**src/rtl/aes_pkg.sv**
```systemverilog
`default_nettype none
// ============================================================================
// Package     : aes_pkg
// Description : Shared AES constants, GF(2^8) helper functions and the
//               MixColumns engine state encoding.
// Revision    : 1.0 - initial release
// ============================================================================
package aes_pkg;

    localparam int         AES_STATE_W = 128;
    localparam int         AES_COL_W   = 32;
    localparam logic [7:0] AES_POLY    = 8'h1B;

    // Engine control states
    typedef enum logic [1:0] {
        IDLE = 2'd0,
        RUN  = 2'd1,
        HOLD = 2'd2
    } mc_state_t;

    // Multiply by x modulo x^8 + x^4 + x^3 + x + 1
    function automatic logic [7:0] xtime(input logic [7:0] a);
        return {a[6:0], 1'b0} ^ (a[7] ? AES_POLY : 8'h00);
    endfunction

    function automatic logic [7:0] gf_mul2(input logic [7:0] a);
        return xtime(a);
    endfunction

    function automatic logic [7:0] gf_mul3(input logic [7:0] a);
        return xtime(a) ^ a;
    endfunction

    // 9 = 8 + 1
    function automatic logic [7:0] gf_mul9(input logic [7:0] a);
        return xtime(xtime(xtime(a))) ^ a;
    endfunction

    // 0B = 8 + 2 + 1
    function automatic logic [7:0] gf_mulb(input logic [7:0] a);
        return xtime(xtime(xtime(a))) ^ xtime(a) ^ a;
    endfunction

    // 0D = 8 + 4 + 1
    function automatic logic [7:0] gf_muld(input logic [7:0] a);
        return xtime(xtime(xtime(a))) ^ xtime(xtime(a)) ^ a;
    endfunction

    // 0E = 8 + 4 + 2
    function automatic logic [7:0] gf_mule(input logic [7:0] a);
        return xtime(xtime(xtime(a))) ^ xtime(xtime(a)) ^ xtime(a);
    endfunction

endpackage
`default_nettype wire

```
**src/rtl/mix_column_unit.sv**
```systemverilog
`default_nettype none
// ============================================================================
// Module      : mix_column_unit
// Description : Combinational transform of one 32-bit AES column, forward
//               MixColumns or InvMixColumns selected by 'inverse'.
//               Byte s0 is the most significant byte of the column.
// Revision    : 1.0 - initial release
// ============================================================================
module mix_column_unit
    import aes_pkg::*;
(
    input  logic [AES_COL_W-1:0] col_in,
    input  logic                 inverse,
    output logic [AES_COL_W-1:0] col_out
);

    logic [7:0] w_s0, w_s1, w_s2, w_s3;
    logic [AES_COL_W-1:0] w_fwd, w_inv;

    assign {w_s0, w_s1, w_s2, w_s3} = col_in;

    // Both matrix products are formed; direction picks one
    always_comb begin
        w_fwd = {
            gf_mul2(w_s0) ^ gf_mul3(w_s1) ^ w_s2          ^ w_s3,
            w_s0          ^ gf_mul2(w_s1) ^ gf_mul3(w_s2) ^ w_s3,
            w_s0          ^ w_s1          ^ gf_mul2(w_s2) ^ gf_mul3(w_s3),
            gf_mul3(w_s0) ^ w_s1          ^ w_s2          ^ gf_mul2(w_s3)
        };
        w_inv = {
            gf_mule(w_s0) ^ gf_mulb(w_s1) ^ gf_muld(w_s2) ^ gf_mul9(w_s3),
            gf_mul9(w_s0) ^ gf_mule(w_s1) ^ gf_mulb(w_s2) ^ gf_muld(w_s3),
            gf_muld(w_s0) ^ gf_mul9(w_s1) ^ gf_mule(w_s2) ^ gf_mulb(w_s3),
            gf_mulb(w_s0) ^ gf_muld(w_s1) ^ gf_mul9(w_s2) ^ gf_mule(w_s3)
        };
        col_out = inverse ? w_inv : w_fwd;
    end

endmodule
`default_nettype wire

```
**src/rtl/mix_columns_engine.sv**
```systemverilog
`default_nettype none
// ============================================================================
// Module      : mix_columns_engine
// Description : Iterative, handshaked AES MixColumns / InvMixColumns engine.
//               Transforms COLS_PER_CYCLE columns per clock and presents the
//               complete mixed state in HOLD until the consumer takes it.
// Config      : MIXCOL_PIPE_EN - adds a register stage between the column
//               datapath and the result register (latency NCYC+1).
// Revision    : 1.0 - initial release
// ============================================================================
module mix_columns_engine
    import aes_pkg::*;
#(
    parameter int COLS_PER_CYCLE = 1
) (
    input  logic                   clk,
    input  logic                   rst,
    input  logic                   in_valid,
    output logic                   in_ready,
    input  logic                   in_inverse,
    input  logic [AES_STATE_W-1:0] in_data,
    output logic                   out_valid,
    input  logic                   out_ready,
    output logic                   out_inverse,
    output logic [AES_STATE_W-1:0] out_data,
    output logic                   busy
);

    localparam int         NCYC     = 4 / COLS_PER_CYCLE;
    localparam int         GRP_W    = COLS_PER_CYCLE * AES_COL_W;
    localparam logic [1:0] LAST_GRP = 2'(NCYC - 1);

    if (!(COLS_PER_CYCLE == 1 || COLS_PER_CYCLE == 2 || COLS_PER_CYCLE == 4)) begin : g_bad_cols
        $error("mix_columns_engine: COLS_PER_CYCLE must be 1, 2 or 4");
    end

    mc_state_t              r_state;
    mc_state_t              w_state_next;
    logic [1:0]             r_col_idx;
    logic [AES_STATE_W-1:0] r_src;
    logic [AES_STATE_W-1:0] r_work;
    logic [AES_STATE_W-1:0] r_out_data;
    logic [AES_STATE_W-1:0] w_merged;
    logic                   r_inverse;
    logic                   r_out_inverse;
    logic [GRP_W-1:0]       w_grp_out;
    logic [GRP_W-1:0]       w_wr_data;
    logic [1:0]             w_wr_idx;
    logic                   w_accept;
    logic                   w_issue;
    logic                   w_wr_en;
    logic                   w_wr_last;

    assign w_accept    = (r_state == IDLE) && in_valid;
    assign in_ready    = (r_state == IDLE);
    assign out_valid   = (r_state == HOLD);
    assign busy        = (r_state != IDLE);
    assign out_data    = r_out_data;
    assign out_inverse = r_out_inverse;

    // Column datapath: one unit per column of the current group
    for (genvar k = 0; k < COLS_PER_CYCLE; k++) begin : g_col
        logic [1:0]           w_col_num;
        logic [6:0]           w_base;
        logic [AES_COL_W-1:0] w_col_in;
        logic [AES_COL_W-1:0] w_col_out;

        // Column c occupies bits [127-32c -: 32]; 127-32c == {~c, 5'h1F}
        assign w_col_num = 2'(r_col_idx * 2'(COLS_PER_CYCLE)) + 2'(k);
        assign w_base    = {~w_col_num, 5'h1F};
        assign w_col_in  = r_src[w_base -: AES_COL_W];

        mix_column_unit u_unit (
            .col_in  (w_col_in),
            .inverse (r_inverse),
            .col_out (w_col_out)
        );

        assign w_grp_out[GRP_W-1-AES_COL_W*k -: AES_COL_W] = w_col_out;
    end

`ifdef MIXCOL_PIPE_EN
    logic             r_issue_done;
    logic             r_pipe_vld;
    logic [GRP_W-1:0] r_pipe_data;
    logic [1:0]       r_pipe_idx;

    // Groups are issued until the last one has entered the stage register
    assign w_issue = (r_state == RUN) && !r_issue_done;

    // Stage register between column datapath and result register
    always_ff @(posedge clk) begin
        if (rst) begin
            r_issue_done <= 1'b0;
            r_pipe_vld   <= 1'b0;
            r_pipe_data  <= '0;
            r_pipe_idx   <= '0;
        end else begin
            r_pipe_vld  <= w_issue;
            r_pipe_data <= w_grp_out;
            r_pipe_idx  <= r_col_idx;
            if (w_accept) begin
                r_issue_done <= 1'b0;
            end else if (w_issue && (r_col_idx == LAST_GRP)) begin
                r_issue_done <= 1'b1;
            end
        end
    end

    assign w_wr_en   = (r_state == RUN) && r_pipe_vld;
    assign w_wr_idx  = r_pipe_idx;
    assign w_wr_data = r_pipe_data;
`else
    assign w_issue   = (r_state == RUN);
    assign w_wr_en   = w_issue;
    assign w_wr_idx  = r_col_idx;
    assign w_wr_data = w_grp_out;
`endif

    assign w_wr_last = w_wr_en && (w_wr_idx == LAST_GRP);

    // Overlay the group being written onto the partially built result
    always_comb begin
        w_merged = r_work;
        for (int c = 0; c < 4; c++) begin
            if ((c / COLS_PER_CYCLE) == int'(w_wr_idx)) begin
                w_merged[AES_STATE_W-1-AES_COL_W*c -: AES_COL_W] =
                    w_wr_data[GRP_W-1-AES_COL_W*(c % COLS_PER_CYCLE) -: AES_COL_W];
            end
        end
    end

    // State register
    always_ff @(posedge clk) begin
        if (rst) begin
            r_state <= IDLE;
        end else begin
            r_state <= w_state_next;
        end
    end

    // Next-state logic
    always_comb begin
        w_state_next = r_state;
        case (r_state)
            IDLE: begin
                if (in_valid) begin
                    w_state_next = RUN;
                end
            end
            RUN: begin
                if (w_wr_last) begin
                    w_state_next = HOLD;
                end
            end
            HOLD: begin
                if (out_ready) begin
                    w_state_next = IDLE;
                end
            end
            default: begin
                w_state_next = IDLE;
            end
        endcase
    end

    // Column group counter
    always_ff @(posedge clk) begin
        if (rst) begin
            r_col_idx <= '0;
        end else if (w_accept) begin
            r_col_idx <= '0;
        end else if (w_issue) begin
            r_col_idx <= r_col_idx + 2'd1;
        end
    end

    // Capture the source state and direction on accept
    always_ff @(posedge clk) begin
        if (rst) begin
            r_src     <= '0;
            r_inverse <= 1'b0;
        end else if (w_accept) begin
            r_src     <= in_data;
            r_inverse <= in_inverse;
        end
    end

    // Build the result; the output register only changes on the final group
    always_ff @(posedge clk) begin
        if (rst) begin
            r_work        <= '0;
            r_out_data    <= '0;
            r_out_inverse <= 1'b0;
        end else begin
            if (w_wr_en) begin
                r_work <= w_merged;
            end
            if (w_wr_last) begin
                r_out_data    <= w_merged;
                r_out_inverse <= r_inverse;
            end
        end
    end

endmodule
`default_nettype wire

```
**config.mk**
```make
export PLATFORM = sky130hd
export DESIGN_NAME = mix_columns_engine
export DESIGN_NICKNAME = d
export VERILOG_FILES = /design/src/rtl/aes_pkg.sv /design/src/rtl/mix_column_unit.sv /design/src/rtl/mix_columns_engine.sv
export SDC_FILE = /design/constraint.sdc
export NUM_CORES = 1
export LEC_CHECK = 0
export CAP_MARGIN = 10
export CORE_ASPECT_RATIO = 0.7
export CORE_MARGIN = 5
export CORE_UTILIZATION = 37
export DETAILED_ROUTE_END_ITERATION = 8
export GPL_ROUTABILITY_DRIVEN = 0
export REMOVE_ABC_BUFFERS = 1
export SYNTH_ARGS = -nofsm -noshare
export SYNTH_HDL_FRONTEND = slang
export SYNTH_SLANG_ARGS = --single-unit
```
**constraint.sdc**
```tcl
create_clock -name clk -period 4.1 [get_ports clk]
set_input_delay 0.41 -clock clk [delete_from_list [all_inputs] [get_ports clk]]
set_output_delay 0.41 -clock clk [all_outputs]
set_load 0.02 [all_outputs]
```
==> results.toml <==
[run_status]
outcome = "finished clean"

[floorplan]
io_pins = 265
die_x_um = 264
rows = 65
dieHeight_um = 188
dieArea_sq_mm = 0.0496
fp.coreArea_sq_mm = 0.0449
start_util = 0.373

[timing]
skew_ps = 18.9
hold_violations = 0
setup_ws_ps = 332
slew_violations = 0
setup_viol_count_final = 0
fmax_mhz = 265
worst_pin_slew_ps = 978
relSlewSlack = 0.348
fin_crit_sh = 0.919
min_period_ps = 3770
rsz0062_at_grt = "no"

[grt]
overflow = 0
grt_max_degree = 130
grt_pass1_vias = 13518
grt.total_usage = 0.196
grt_pass1_wl_um = 78600
grt_antenna_before_repair = 1

[final_layout]
final_area_sq_mm = 0.0211
final_nets = 2146
drive_gt1_frac = 0.0929
utilization = 0.470
num_antenna_cells = 0
syn_to_final_growth_pct = 26.0

[setup_path]
crit_path_top_delay_cell = "dfxtp_2"
crit_required_ps = 4470
worstPathMaxFanout = 27
critPathTopFamily = "XOR/XNOR gates"
start_kind = "flip-flop"
cp_num_buf_inv = 0
crit_top_cell = "xnor3_1"
max_stage_delay_ps = 810
crit_arrival_ps = 4140
reg2reg_depth = 7
r2r-start = "r_col_idx[1]$_SDFFE_PP0P_"
endpoint_kind = "flip-flop"
critPathKind = "flip-flop to flip-flop"
cp_cell_sequence = "mux4_2 > xnor3_1 > xnor3_1 > xnor3_1 > mux2i_2 > a21o_1 > a21oi_1"
r2r_end = "out_data[34]$_SDFFE_PP0P_"
regToRegSetupSlack_ps = 330

[route]
firstDrtPassIters = 5
vias = 13842
drcViolationCount = 0
drt_iter0_drc = 1207
ant_nets = 0
vias_per_cell = 5.25
routedWlPerCell_um = 19.1
routed_wl_um = 50400

[pwr]
p_sw_frac = 0.300
p_per_area_mw_per_mm2 = 462
finalPower_w = 0.00975
p_leak_nw = 7.78
p_int_w = 0.00683
comb_power_share = 0.267
ir_drop_v = 0.000279
seq_power_share = 0.378
p_sw_w = 0.00292
clkPwrFrac = 0.354

[placement]
pre_cts_ws_ps = 371
io_buffers = 264
dp_hpwl_um = 35000
placed_cell_area_sq_mm = 0.0199

[synthesis]
synth_edf_count = 0
async_flop_share = 0
avgSynthCellArea_sq_um = 9.16
ys_seq_area_frac = 0.428
syn_inst = 1826
synth_cell_types = 58
ys.flop_type = "dfxtp_1"
yosysWarningCount = 0
netlist_area_sq_mm = 0.0167
yosys_register_bits = 358

[run]
maxCapViolCount = 0

[clock_tree]
htree_levels = 2
clkTransAtPathRegs_ps = 60
numCtsBuffers = 37
clock-sinks = 358
cts-root-buf = "clkbuf_16"
post_cts_buffers = 0
worstSkewPairLatency_ps = 530
cts_hold_buf = 0
cts_tree = "yes"
clockBufferDepth = 3
cts_resized = 0

[hold_path]
holdPathStages = 3
holdPathEnd = "r_src[4]$_SDFFE_PP0P_"
worstHoldStart = "in_data[4]"
hold_class = "input pin to flip-flop"
[Yosys cell counts, types with 15 or more instances]
cell	instances	share of area
dfxtp_1	358	0.43
nand2_1	316	0.071
a21oi_1	246	0.074
clkbuf_1	136	0.031
nor2_1	136	0.031
xnor2_1	95	0.050
o21ai_0	77	0.023
a211oi_1	66	0.030
xnor3_1	33	0.044
mux4_2	32	0.043
a211o_1	27	0.014
a31oi_1	27	0.010
xor2_1	25	0.013
a21o_1	22	0.0099
and4_1	21	0.011
xnor2_2	19	0.018
a22o_1	15	0.0079
[worst register-to-register path: stages, from the launching register on]
cell and delay [ps]:
dfxtp_2 810, mux4_2 610, xnor3_1 600, xnor3_1 470, xnor3_1 360, mux2i_2 520, a21o_1 210, a21oi_1 50
[how the worst max path moves through the flow]
stage / cells past startpoint / startpoint / endpoint / slack [ps]
final: 7 / r_col_idx[1]$_SDFFE_PP0P_ / out_data[34]$_SDFFE_PP0P_ / 330
after global placement: 7 / r_col_idx[1]$_SDFFE_PP0P_ / out_data[98]$_SDFFE_PP0P_ / 370
after detailed placement: 7 / r_col_idx[1]$_SDFFE_PP0P_ / out_data[66]$_SDFFE_PP0P_ / 370
after floorplan: 4 / r_col_idx[0]$_SDFFE_PP0P_ / out_data[102]$_SDFFE_PP0P_ / -860
after global routing: 8 / r_col_idx[1]$_SDFFE_PP0P_ / out_data[34]$_SDFFE_PP0P_ / 210
after CTS: 7 / r_col_idx[1]$_SDFFE_PP0P_ / out_data[34]$_SDFFE_PP0P_ / 350
[cell families (layout without fill, tap and decap cells)]
logic type      count (synthesis)  count (layout)  share of synthesized area
fa+ha+maj                       4               4                    0.00299
flops                         358             358                      0.428
compound gates                529             529                      0.192
buf+inv                       174             383                     0.0424
xor+xnor                      189             189                      0.149
mux                            49              49                     0.0538
simple gates                  523             523                      0.131
[per-layer routing]
| metal | global-route usage | part of all wire | up-vias |
|---|---|---|---|
| met5 | 0 | 0.00040 | - |
| met4 | 0.0438 | 0.022 | 2 |
| met3 | 0.0412 | 0.065 | 76 |
| met2 | 0.296 | 0.43 | 406 |
| met1 | 0.289 | 0.48 | 6637 |
| li1 | - | - | 6721 |
[sequential cells by signal, summed over array words and instances, names as in the netlist]
| signal | count |
|---|---|
| out_inverse | 1 |
| r_state | 2 |
| r_col_idx | 2 |
| r_work | 96 |
| r_inverse | 1 |
| out_data | 128 |
| r_src | 128 |
[layout make-up]
cell class              count  area (sq um)
inverters                   9          33.8
fillers                  4204         23800
clock buffers              50          1030
multi-input cells        1294          8890
well taps                 603           754
flip-flops and latches    358          7170
repair buffers            309          3010
clock inverters            15           196
[cell usage in the layout, fill, tap and decap left out, types with 5 or more instances in the layout]
cell,synthesis,layout
xor2_1,25,25
xnor2_1,95,95
and4_1,21,21
nor2_1,136,134
and2_1,10,5
and3_1,10,10
xnor2_2,19,19
o21a_1,14,14
a22o_1,15,15
clkbuf_16,0,37
mux4_2,32,32
buf_4,3,43
o21ai_0,77,77
a211o_1,27,27
nand2_1,316,314
inv_1,9,8
a211oi_1,66,66
a21oi_1,246,246
o31ai_1,6,6
a311oi_1,6,6
a21o_1,22,22
dfxtp_1,358,356
xor3_1,12,12
clkbuf_8,0,7
clkbuf_1,136,7
xnor3_1,33,33
mux2i_1,12,12
a31oi_1,27,27
clkinv_2,0,6
clkdlybuf4s50_1,0,263
o22ai_1,6,6
nand3_1,11,11
[power groups by stage]
stage | sequential, W | clock [W] | combinational [W]
after floorplan | 0.00375 | 0 | 0.00176
after global placement | 0.00376 | 0 | 0.00257
after detailed placement | 0.00376 | 0 | 0.00258
after CTS | 0.00369 | 0.00354 | 0.00260
after global routing | 0.00370 | 0.00370 | 0.00279
final | 0.00369 | 0.00345 | 0.00260
[per-stage QoR]
step	TNS, ps	instances	hold WS, ps
after floorplan	-43380	1661	427
after global placement	0	2573	433
after detailed placement	0	2573	440
after CTS	0	2638	414
after global routing	0	2638	424
final	0	2638	430
(Power assumes the default switching activity.)
